[config.mk]
export PLATFORM = sky130hd
export DESIGN_NAME = rx_packet_counter
export DESIGN_NICKNAME = d
export VERILOG_FILES = /design/src/rtl/rx_pkg.sv /design/src/rtl/flex_counter.sv /design/src/rtl/rx_packet_counter.sv
export SDC_FILE = /design/constraint.sdc
export NUM_CORES = 1
export LEC_CHECK = 0
export CORE_MARGIN = 5
export CORE_UTILIZATION = 45
export DETAILED_ROUTE_END_ITERATION = 16
export GPL_TIMING_DRIVEN = 1
export PLACE_DENSITY = 0.76
export SYNTH_ARGS = -nofsm -noshare
export SYNTH_HDL_FRONTEND = slang
export SYNTH_SLANG_ARGS = --single-unit
[constraint.sdc]
create_clock -name clk -period 3.5 [get_ports clk]
set_input_delay 1.05 -clock clk [delete_from_list [all_inputs] [get_ports clk]]
set_output_delay 1.05 -clock clk [all_outputs]
set_load 0.1 [all_outputs]
[src/rtl/rx_pkg.sv]
// Shared constants and status types for the USB receive datapath.
package rx_pkg;

  localparam int USB_BITS_PER_BYTE = 8;
  localparam int USB_MAX_PKT_BYTES = 64;

  // Packet-counter status as seen by downstream RX consumers.
  typedef struct packed {
    logic byte_done;
    logic packet_full;
    logic overflow;
  } pkt_cnt_status_t;

endpackage

[src/rtl/flex_counter.sv]
// Generic up-counter that runs 0..rollover_val-1 and wraps to 0.
// `rollover` flags the enabled cycle on which the wrap happens.
module flex_counter #(
  parameter int NUM_CNT_BITS = 4
) (
  input  logic                    clk,
  input  logic                    rst,
  input  logic                    clear,
  input  logic                    count_enable,
  input  logic [NUM_CNT_BITS:0]   rollover_val,
  output logic [NUM_CNT_BITS-1:0] count_out,
  output logic                    rollover
);

  logic [NUM_CNT_BITS:0] last_val;
  logic                  at_last;

  // rollover_val is one bit wider so a full power-of-two range is expressible.
  assign last_val = rollover_val - (NUM_CNT_BITS+1)'(1);
  assign at_last  = ({1'b0, count_out} == last_val);
  assign rollover = count_enable && at_last;

  always_ff @(posedge clk) begin
    if (rst) begin
      count_out <= '0;
    end else if (clear) begin
      count_out <= '0;
    end else if (count_enable) begin
      if (at_last) begin
        count_out <= '0;
      end else begin
        count_out <= count_out + NUM_CNT_BITS'(1);
      end
    end
  end

endmodule

[src/rtl/rx_packet_counter.sv]
// Counts decoded, non-stuffed bits into bytes and bytes into a packet,
// saturating at MAX_BYTES and flagging any byte that arrives past that.
module rx_packet_counter
  import rx_pkg::*;
#(
  parameter int BITS_PER_BYTE = USB_BITS_PER_BYTE,
  parameter int MAX_BYTES     = USB_MAX_PKT_BYTES,
  parameter int BYTE_CNT_W    = $clog2(MAX_BYTES+1)
) (
  input  logic                             clk,
  input  logic                             rst,
  input  logic                             clear,
  input  logic                             shift_enable,
  input  logic                             stuff_bit,
  output logic [$clog2(BITS_PER_BYTE)-1:0] bit_count,
  output logic [BYTE_CNT_W-1:0]            byte_count,
  output logic                             byte_done,
  output logic                             packet_full,
  output logic                             overflow
);

  localparam int BIT_CNT_W = $clog2(BITS_PER_BYTE);
  localparam logic [BIT_CNT_W:0]    ROLL_VAL = (BIT_CNT_W+1)'(BITS_PER_BYTE);
  localparam logic [BYTE_CNT_W-1:0] MAX_CNT  = BYTE_CNT_W'(MAX_BYTES);

  logic counted;
  logic byte_wrap;

  // shift_enable is a bare one-cycle strobe with no back-pressure; a stuffed
  // bit or a concurrent clear makes the strobe a no-op for counting.
  assign counted = shift_enable && !stuff_bit && !clear;

  flex_counter #(
    .NUM_CNT_BITS (BIT_CNT_W)
  ) u_bit_counter (
    .clk          (clk),
    .rst          (rst),
    .clear        (clear),
    .count_enable (counted),
    .rollover_val (ROLL_VAL),
    .count_out    (bit_count),
    .rollover     (byte_wrap)
  );

  assign packet_full = (byte_count == MAX_CNT);

  always_ff @(posedge clk) begin
    if (rst) begin
      byte_count <= '0;
      byte_done  <= 1'b0;
      overflow   <= 1'b0;
    end else if (clear) begin
      byte_count <= '0;
      byte_done  <= 1'b0;
      overflow   <= 1'b0;
    end else begin
      byte_done <= byte_wrap;
      if (byte_wrap) begin
        if (packet_full) begin
          overflow <= 1'b1;
        end else begin
          byte_count <= byte_count + BYTE_CNT_W'(1);
        end
      end
    end
  end

endmodule
Yosys cells after proc, flatten, opt, wreduce, memory -nomap -nowiden --
Index checks and enable logic that the tools add are counted.
Word-level totals: bits in registers 12, output and inout bits 13
Cells by class: bitwise operators 1, equal/unequal tests 2, reduce and logical (&&, ||, !) cells 8, add/sub/neg operators 2, muxes and demuxes 1
Operators with widths (count):
- adder 7 x 1 -> 7 bit (second input constant) | 1
- == test 7 bit (second input constant) | 1
- AND reduction 2 bit | 2
- adder 3 x 1 -> 3 bit (second input constant) | 1
- == test 3 bit (second input constant) | 1
- logical AND 1 bit | 3
- two-way mux 3 bit | 1
- logical NOT 1 bit | 2
- OR reduction 2 bit | 1
- inverter 1 bit | 1

Longest topological paths before layout --
Gate-level depths: netlist (run 1).
depth after elaboration 5, gate-level depth with buffers 6, mapped depth without buffers 5

Hierarchy --
Synthesis (run 1) repeated with hierarchy kept, for this count alone.
Second synthesis, totals: cell total of the unflattened synthesis 72, area total of the unflattened synthesis 676.9 µm²
Modules (own cells, without submodules):
- rx_packet_counter | times used 1, area each 446.7 µm², seq. area each 180.2 µm², cells an instance 51
- flex_counter | times used 1, area each 230.2 µm², seq. area each 60.1 µm², cells an instance 21

Worst setup path after synthesis (run 1) --
Ideal clock, no wire load.
path kind flip-flop to output port, start point reg byte_count[6], end point out packet_full, data required time 2450 ps, stages on the path, launching flop included 3, data arrival time 2087 ps, setup slack 363 ps, cell sequence dfxtp_1 > and4bb_2 > and2_1
Between the ends: longest elaborated chain between the ends 1
Ends and longest elaborated chain:
- start: declaration | RTL line rx_packet_counter.sv:16 | output logic [BYTE_CNT_W-1:0] byte_count,
- start signal: assignment | RTL line rx_packet_counter.sv:62 | byte_count <= byte_count + BYTE_CNT_W'(1);
- == test 7 bit | RTL line rx_packet_counter.sv:45 | assign packet_full = (byte_count == MAX_CNT);
- end: declaration | RTL line rx_packet_counter.sv:18 | output logic packet_full,
No other way between the ends.

Worst setup path in the final report (run 1) --
start point reg byte_count[0], end point out packet_full
Same word-level chain as after synthesis.

==> results of run 1 <==
==> cell usage in the layout (no fill, tap or decap), drive strengths merged, types with 2 or more instances in the layout <==
master,n
a21oi,6
buf,13
clkbuf,4
clkdlybuf4s50,4
dfxtp,12
ha,4
inv,4
mux2i,4
nand2,6
nand3,3
nor2,5
o21a,2
o21ai,2
o31ai,2
or3,2
or4,3
==> synthesized netlist by cell type <==
cell type	count	area share
or2_2	1	0.010
inv_1	4	0.024
a21oi_1	6	0.048
o21a_1	2	0.024
o21ai_0	2	0.016
and2_1	1	0.010
nand3b_1	1	0.012
nor2_1	5	0.030
buf_6	2	0.036
mux2i_1	4	0.064
or4_1	3	0.036
o31ai_1	2	0.024
a211oi_1	1	0.012
or3_1	1	0.010
nand3_1	3	0.024
and4bb_2	1	0.020
nor3b_1	1	0.012
nand2b_1	1	0.010
nand4bb_4	1	0.044
ha_1	4	0.080
nand2_1	6	0.036
nor3_1	1	0.0080
dfxtp_1	12	0.38
or3_2	1	0.012
a41oi_1	1	0.014
==> worst reg2reg max path, stage by stage (launching register included) <==
cell and delay, ns:
dfxtp_1 0.37, ha_1 0.17, ha_1 0.24, nand4bb_4 0.19, or4_1 0.53, a21oi_1 0.15
==> cell type report <==
cell class                      instances  area [sq um]
Tap cell                               15          18.8
Timing Repair Buffer                   17           138
Clock buffer                            4          36.3
Fill cell                             128           505
Sequential cell                        12           240
Multi-Input combinational cell         49           348
Inverter                                4          15.0
==> power groups by stage <==
stage	clock network (mW)	registers, mW	logic (mW)
final	0.113	0.137	0.0175
after global routing	0.126	0.137	0.0189
after CTS	0.116	0.137	0.0175
after detailed placement	0	0.140	0.0175
after global placement	0	0.140	0.0173
after floorplan	0	0.143	0.00756
==> layer usage <==
layer / track usage / up-vias
li1: - / 281
met1: 0.172 / 220
met2: 0.195 / 12
met3: 0.0651 / 2
met4: 0.0497 / 0
met5: 0 / -
==> state kept, by name, indices dropped and copies added, names as in the netlist <==
signal,count
byte_count,7
byte_done,1
overflow,1
u_bit_counter.count_out,3
==> path summary, 6_finish.rpt <==
path / endpoint / slack, ns / depth (start not counted)
max reg2reg: byte_count[6]$_SDFFE_PP0P_ / 1.78 / 5
min reg2reg: u_bit_counter.count_out[1]$_SDFFE_PP0N_ / 0.50 / 2
max: packet_full / 0.86 / 5
min: u_bit_counter.count_out[1]$_SDFFE_PP0N_ / 0.50 / 2
==> through the flow <==
step,total power [mW],cell area [sq um],cells
3_5_place_dp,0.158,759,97
3_3_place_gp,0.158,759,97
6_report,0.268,796,101
5_1_grt,0.282,796,101
4_1_cts,0.271,796,101
2_1_floorplan,0.151,626,67
==> cells by family (layout without fill, tap and decap cells) <==
kind of cell    count (synthesis)  count (layout)  share of synthesized area
compound gates                 14              14                      0.138
fa+ha+maj                       4               4                     0.0800
buf+inv                         6              25                     0.0600
flops                          12              12                      0.384
mux                             4               4                     0.0640
simple gates                   27              27                      0.274
==> flow_summary.yaml, run 1 <==
critical_path:
  slowest_stage: "dfxtp_1"
  startpoint: "byte_count[0]$_SDFFE_PP0P_"
  max_stage_delay_ns: 0.40
  r2r-start: "u_bit_counter.count_out[0]$_SDFFE_PP0N_"
  arrival_ns: 1.59
  crit_buf_inv: 2
  cp_top_family: "simple AND/OR/NAND/NOR gates"
  path_cells: "inv_1, ha_1, and4bb_2, and2_1, buf_4"
  crit_required_ns: 2.45
  path_class: "reg -> out"
  end_kind: "primary output"
  critPathLaunchType: "flip-flop"
  path_max_fanout: 5
timing:
  finalHoldViolations: 0
  fin_setup_tns_ns: 0
  max-slew-margin-rel: 0.665
  worst_slew_pin_slew_ns: 0.502
  layout_min_cycle_time_ns: 2.64
  clock_skew_ns: 0.00570
  worst_slack_ns: 0.861
  final-setup-viol-count: 0
  post-route-period-util: 0.754
  fmax_mhz: 379
  drv_slew: 0
  whs_ns: 0.499
  rsz0062_at_grt: "no"
flow_run:
  maxCapViolCount: 0
clock_tree:
  path_clk_slew_ns: 0.08
  postCtsSetupBuffers: 0
  cts_resized: 0
  cts_root_buf: "clkbuf_4"
  htree_levels: 1
  hold_buffers: 0
  worstSkewPairLatency_ns: 0.28
  cts_buffer_depth: 2
  tritoncts: "yes"
  cts_made_buffers: 3
  clock_sinks: 12
power_and_ir_drop:
  swShare: 0.222
  pwr-share-comb: 0.065
  p_leak_nw: 0.307
  power.density_nw_per_um2: 336
  p_switching_uw: 59.5
  vdd_ir_drop_max_v: 0.000208
  p_seq_frac: 0.513
  clkPwrFrac: 0.422
  power.internal_uw: 208
drt:
  wl_met1_um: 619
  viasPerCell: 5.10
  topRoutingLayerUsed: "met4"
  vias: 515
  routed-wl-met3_um: 92
  ant_nets: 0
  routed_wl_mm: 1.24
  first_pass_iters: 3
  post_drt_wl_per_cell_um: 12.2
  drt-initial-drc-count: 7
  wl_met2_um: 513
  route.detailed.drc: 0
die:
  die_area_sq_um: 2240
  io_pins: 18
  die_h_um: 47.3
  row_count: 13
  core_region_area_sq_um: 1300
  die_w_um: 47.3
  initial_utilization: 0.481
logic_synthesis:
  yosys_register_bits: 12
  synth_cell_types: 25
  synthCells: 67
  ys_warn_count: 0
  ys_seq_area_frac: 0.384
  synth.net_count: 76
  avgSynthCellArea_sq_um: 9.34
  synth.cell_area_sq_um: 626
hold_path:
  holdCritStartpoint: "u_bit_counter.count_out[1]$_SDFFE_PP0N_"
  hold_class: "reg -> reg"
cells_and_area:
  final_util: 0.612
  area_growth_pct: 27.2
  nets: 96
  n_antenna_cell: 0
  drive_gt1_frac: 0.244
global_routing:
  grt_max_degree: 12
  grt_pass1_vias: 481
  track_usage: 0.135
  grt_overflow: 0
  grt_antenna_before_repair: 0
  grt_pass1_wl_mm: 2.08
place:
  place_congestion: 0.706
  io_buffer_count: 17
  hpwl_um: 959
  pre_cts_ws_ns: 0.904
run_status:
  status: "complete, no violations"
Note: power is estimated with default switching activity, not from simulation.
==> inputs of run 2 (changes only) <==
--- a/config.mk
+++ b/config.mk
@@ -6,10 +6,10 @@
 export NUM_CORES = 1
 export LEC_CHECK = 0
 export CORE_MARGIN = 5
-export CORE_UTILIZATION = 45
+export CORE_UTILIZATION = 44
 export DETAILED_ROUTE_END_ITERATION = 16
 export GPL_TIMING_DRIVEN = 1
-export PLACE_DENSITY = 0.76
+export PLACE_DENSITY = 0.75
 export SYNTH_ARGS = -nofsm -noshare
 export SYNTH_HDL_FRONTEND = slang
 export SYNTH_SLANG_ARGS = --single-unit
==> constraint.sdc (replaced) <==
create_clock -name clk -period 2.5 [get_ports clk]
set_input_delay 0.75 -clock clk [delete_from_list [all_inputs] [get_ports clk]]
set_output_delay 0.75 -clock clk [all_outputs]
set_load 0.1 [all_outputs]
==> flow_summary.yaml, run 2 (same netlist as run 1, synthesis figures left out) <==
run_status:
  status: "complete, no violations"
drt:
  route.detailed.drc: 0
  drt-initial-drc-count: 11
  ant_nets: 0
  viasPerCell: 5.37
  first_pass_iters: 4
  post_drt_wl_per_cell_um: 13.2
  routed_wl_mm: 1.34
  vias: 542
timing:
  final-setup-viol-count: 0
  clock_skew_ns: 0.00711
  max-slew-margin-rel: 0.661
  layout_min_cycle_time_ns: 2.27
  rsz0062_at_grt: "no"
  fmax_mhz: 440
  worst_slew_pin_slew_ns: 0.507
  post-route-period-util: 0.909
  whs_ns: 0.482
  finalHoldViolations: 0
  drv_slew: 0
  worst_slack_ns: 0.228
  fin_setup_tns_ns: 0
clock_tree:
  cts_made_buffers: 3
  hold_buffers: 0
  cts_resized: 0
  cts_buffer_depth: 2
  postCtsSetupBuffers: 0
  worstSkewPairLatency_ns: 0.28
  htree_levels: 1
  clock_sinks: 12
  path_clk_slew_ns: 0.07
  cts_root_buf: "clkbuf_4"
  tritoncts: "yes"
power_and_ir_drop:
  p_switching_uw: 85.0
  vdd_ir_drop_max_v: 0.000389
  power.internal_uw: 291
  pwr-share-comb: 0.065
  finalPower_uw: 376
  power.density_nw_per_um2: 463
  clkPwrFrac: 0.425
  swShare: 0.226
  p_seq_frac: 0.510
  p_leak_nw: 0.312
place:
  place_congestion: 0.711
  pre_cts_ws_ns: 0.203
  hpwl_um: 996
  io_buffer_count: 17
global_routing:
  grt_antenna_before_repair: 0
  track_usage: 0.140
  grt_overflow: 0
  grt_pass1_vias: 493
  grt_max_degree: 12
  grt_pass1_wl_mm: 2.13
critical_path:
  cp_top_family: "simple AND/OR/NAND/NOR gates"
  path_cells: "inv_1, ha_1, and4bb_2, and2_2, buf_12"
  arrival_ns: 1.52
  path_max_fanout: 5
  slowest_stage: "dfxtp_2"
  end_kind: "primary output"
  crit_required_ns: 1.75
  path_class: "reg -> out"
  critPathLaunchType: "flip-flop"
  max_stage_delay_ns: 0.37
  crit_buf_inv: 2
cells_and_area:
  regMostFlops: "byte_count"
  nets: 96
  area_growth_pct: 30.0
  largest_reg_flops: 7
  largestRegisters: "byte_count (7), u_bit_counter.count_out (3)"
  fill_cells: 116
  layout_common_cells: "buf_4, dfxtp_1, a21oi_1, nand2_1, nor2_1"
  layout_commonest_cell: "buf_4"
  drive_gt1_frac: 0.291
  n_antenna_cell: 0
  final_util: 0.617
hold_path:
  hold_class: "reg -> reg"
die:
  io_pins: 18
  initial_utilization: 0.475
  die_h_um: 47.7
  die_area_sq_um: 2280
  die_w_um: 47.7
  row_count: 13
  core_region_area_sq_um: 1320
flow_run:
  maxCapViolCount: 0
-- run 2: power by group through the flow --
| stage | clock network [mW] | registers (mW) | logic, mW |
|---|---|---|---|
| floorplan | 0 | 0.201 | 0.0106 |
| global placement | 0 | 0.197 | 0.0242 |
| detailed placement | 0 | 0.197 | 0.0244 |
| CTS | 0.165 | 0.192 | 0.0245 |
| global route | 0.176 | 0.192 | 0.0263 |
| finish | 0.160 | 0.192 | 0.0246 |
-- run 2: per-layer routing --
metal  vias up  global-route usage  wire, um
li1        281                   -         -
met1       244               0.174       648
met2        15               0.193       561
met3         2              0.0677       109
met4         0              0.0806        17
met5         -                   0         0
-- run 2: layout make-up --
cell class	instances	area [sq um]	share of cell area
clock buffers	4	36.3	0.0446
inverters	4	15.0	0.0185
multi-input cells	49	349	0.429
flip-flops and latches	12	244	0.300
well taps	15	18.8	0.0231
repair buffers	17	150	0.185
-- run 2: tightest hold or removal path, cell delays in order (launching register included) --
cell     delay, ns
dfxtp_2       0.33
o31ai_1       0.06
a21oi_1       0.05
-- run 2: final timing paths --
| check | end | depth (start not counted) | from | slack (ns) |
|---|---|---|---|---|
| min reg2reg | byte_count[6]$_SDFFE_PP0P_ | 2 | byte_count[6]$_SDFFE_PP0P_ | 0.48 |
| max | packet_full | 5 | byte_count[0]$_SDFFE_PP0P_ | 0.23 |
| max reg2reg | byte_count[6]$_SDFFE_PP0P_ | 5 | u_bit_counter.count_out[1]$_SDFFE_PP0N_ | 0.74 |
| min | byte_count[6]$_SDFFE_PP0P_ | 2 | byte_count[6]$_SDFFE_PP0P_ | 0.48 |
-- run 2: per-stage QoR --
stage | area, sq um | std cells
CTS | 813 | 101
floorplan | 631 | 67
global route | 813 | 101
finish | 813 | 101
global placement | 777 | 97
detailed placement | 777 | 97
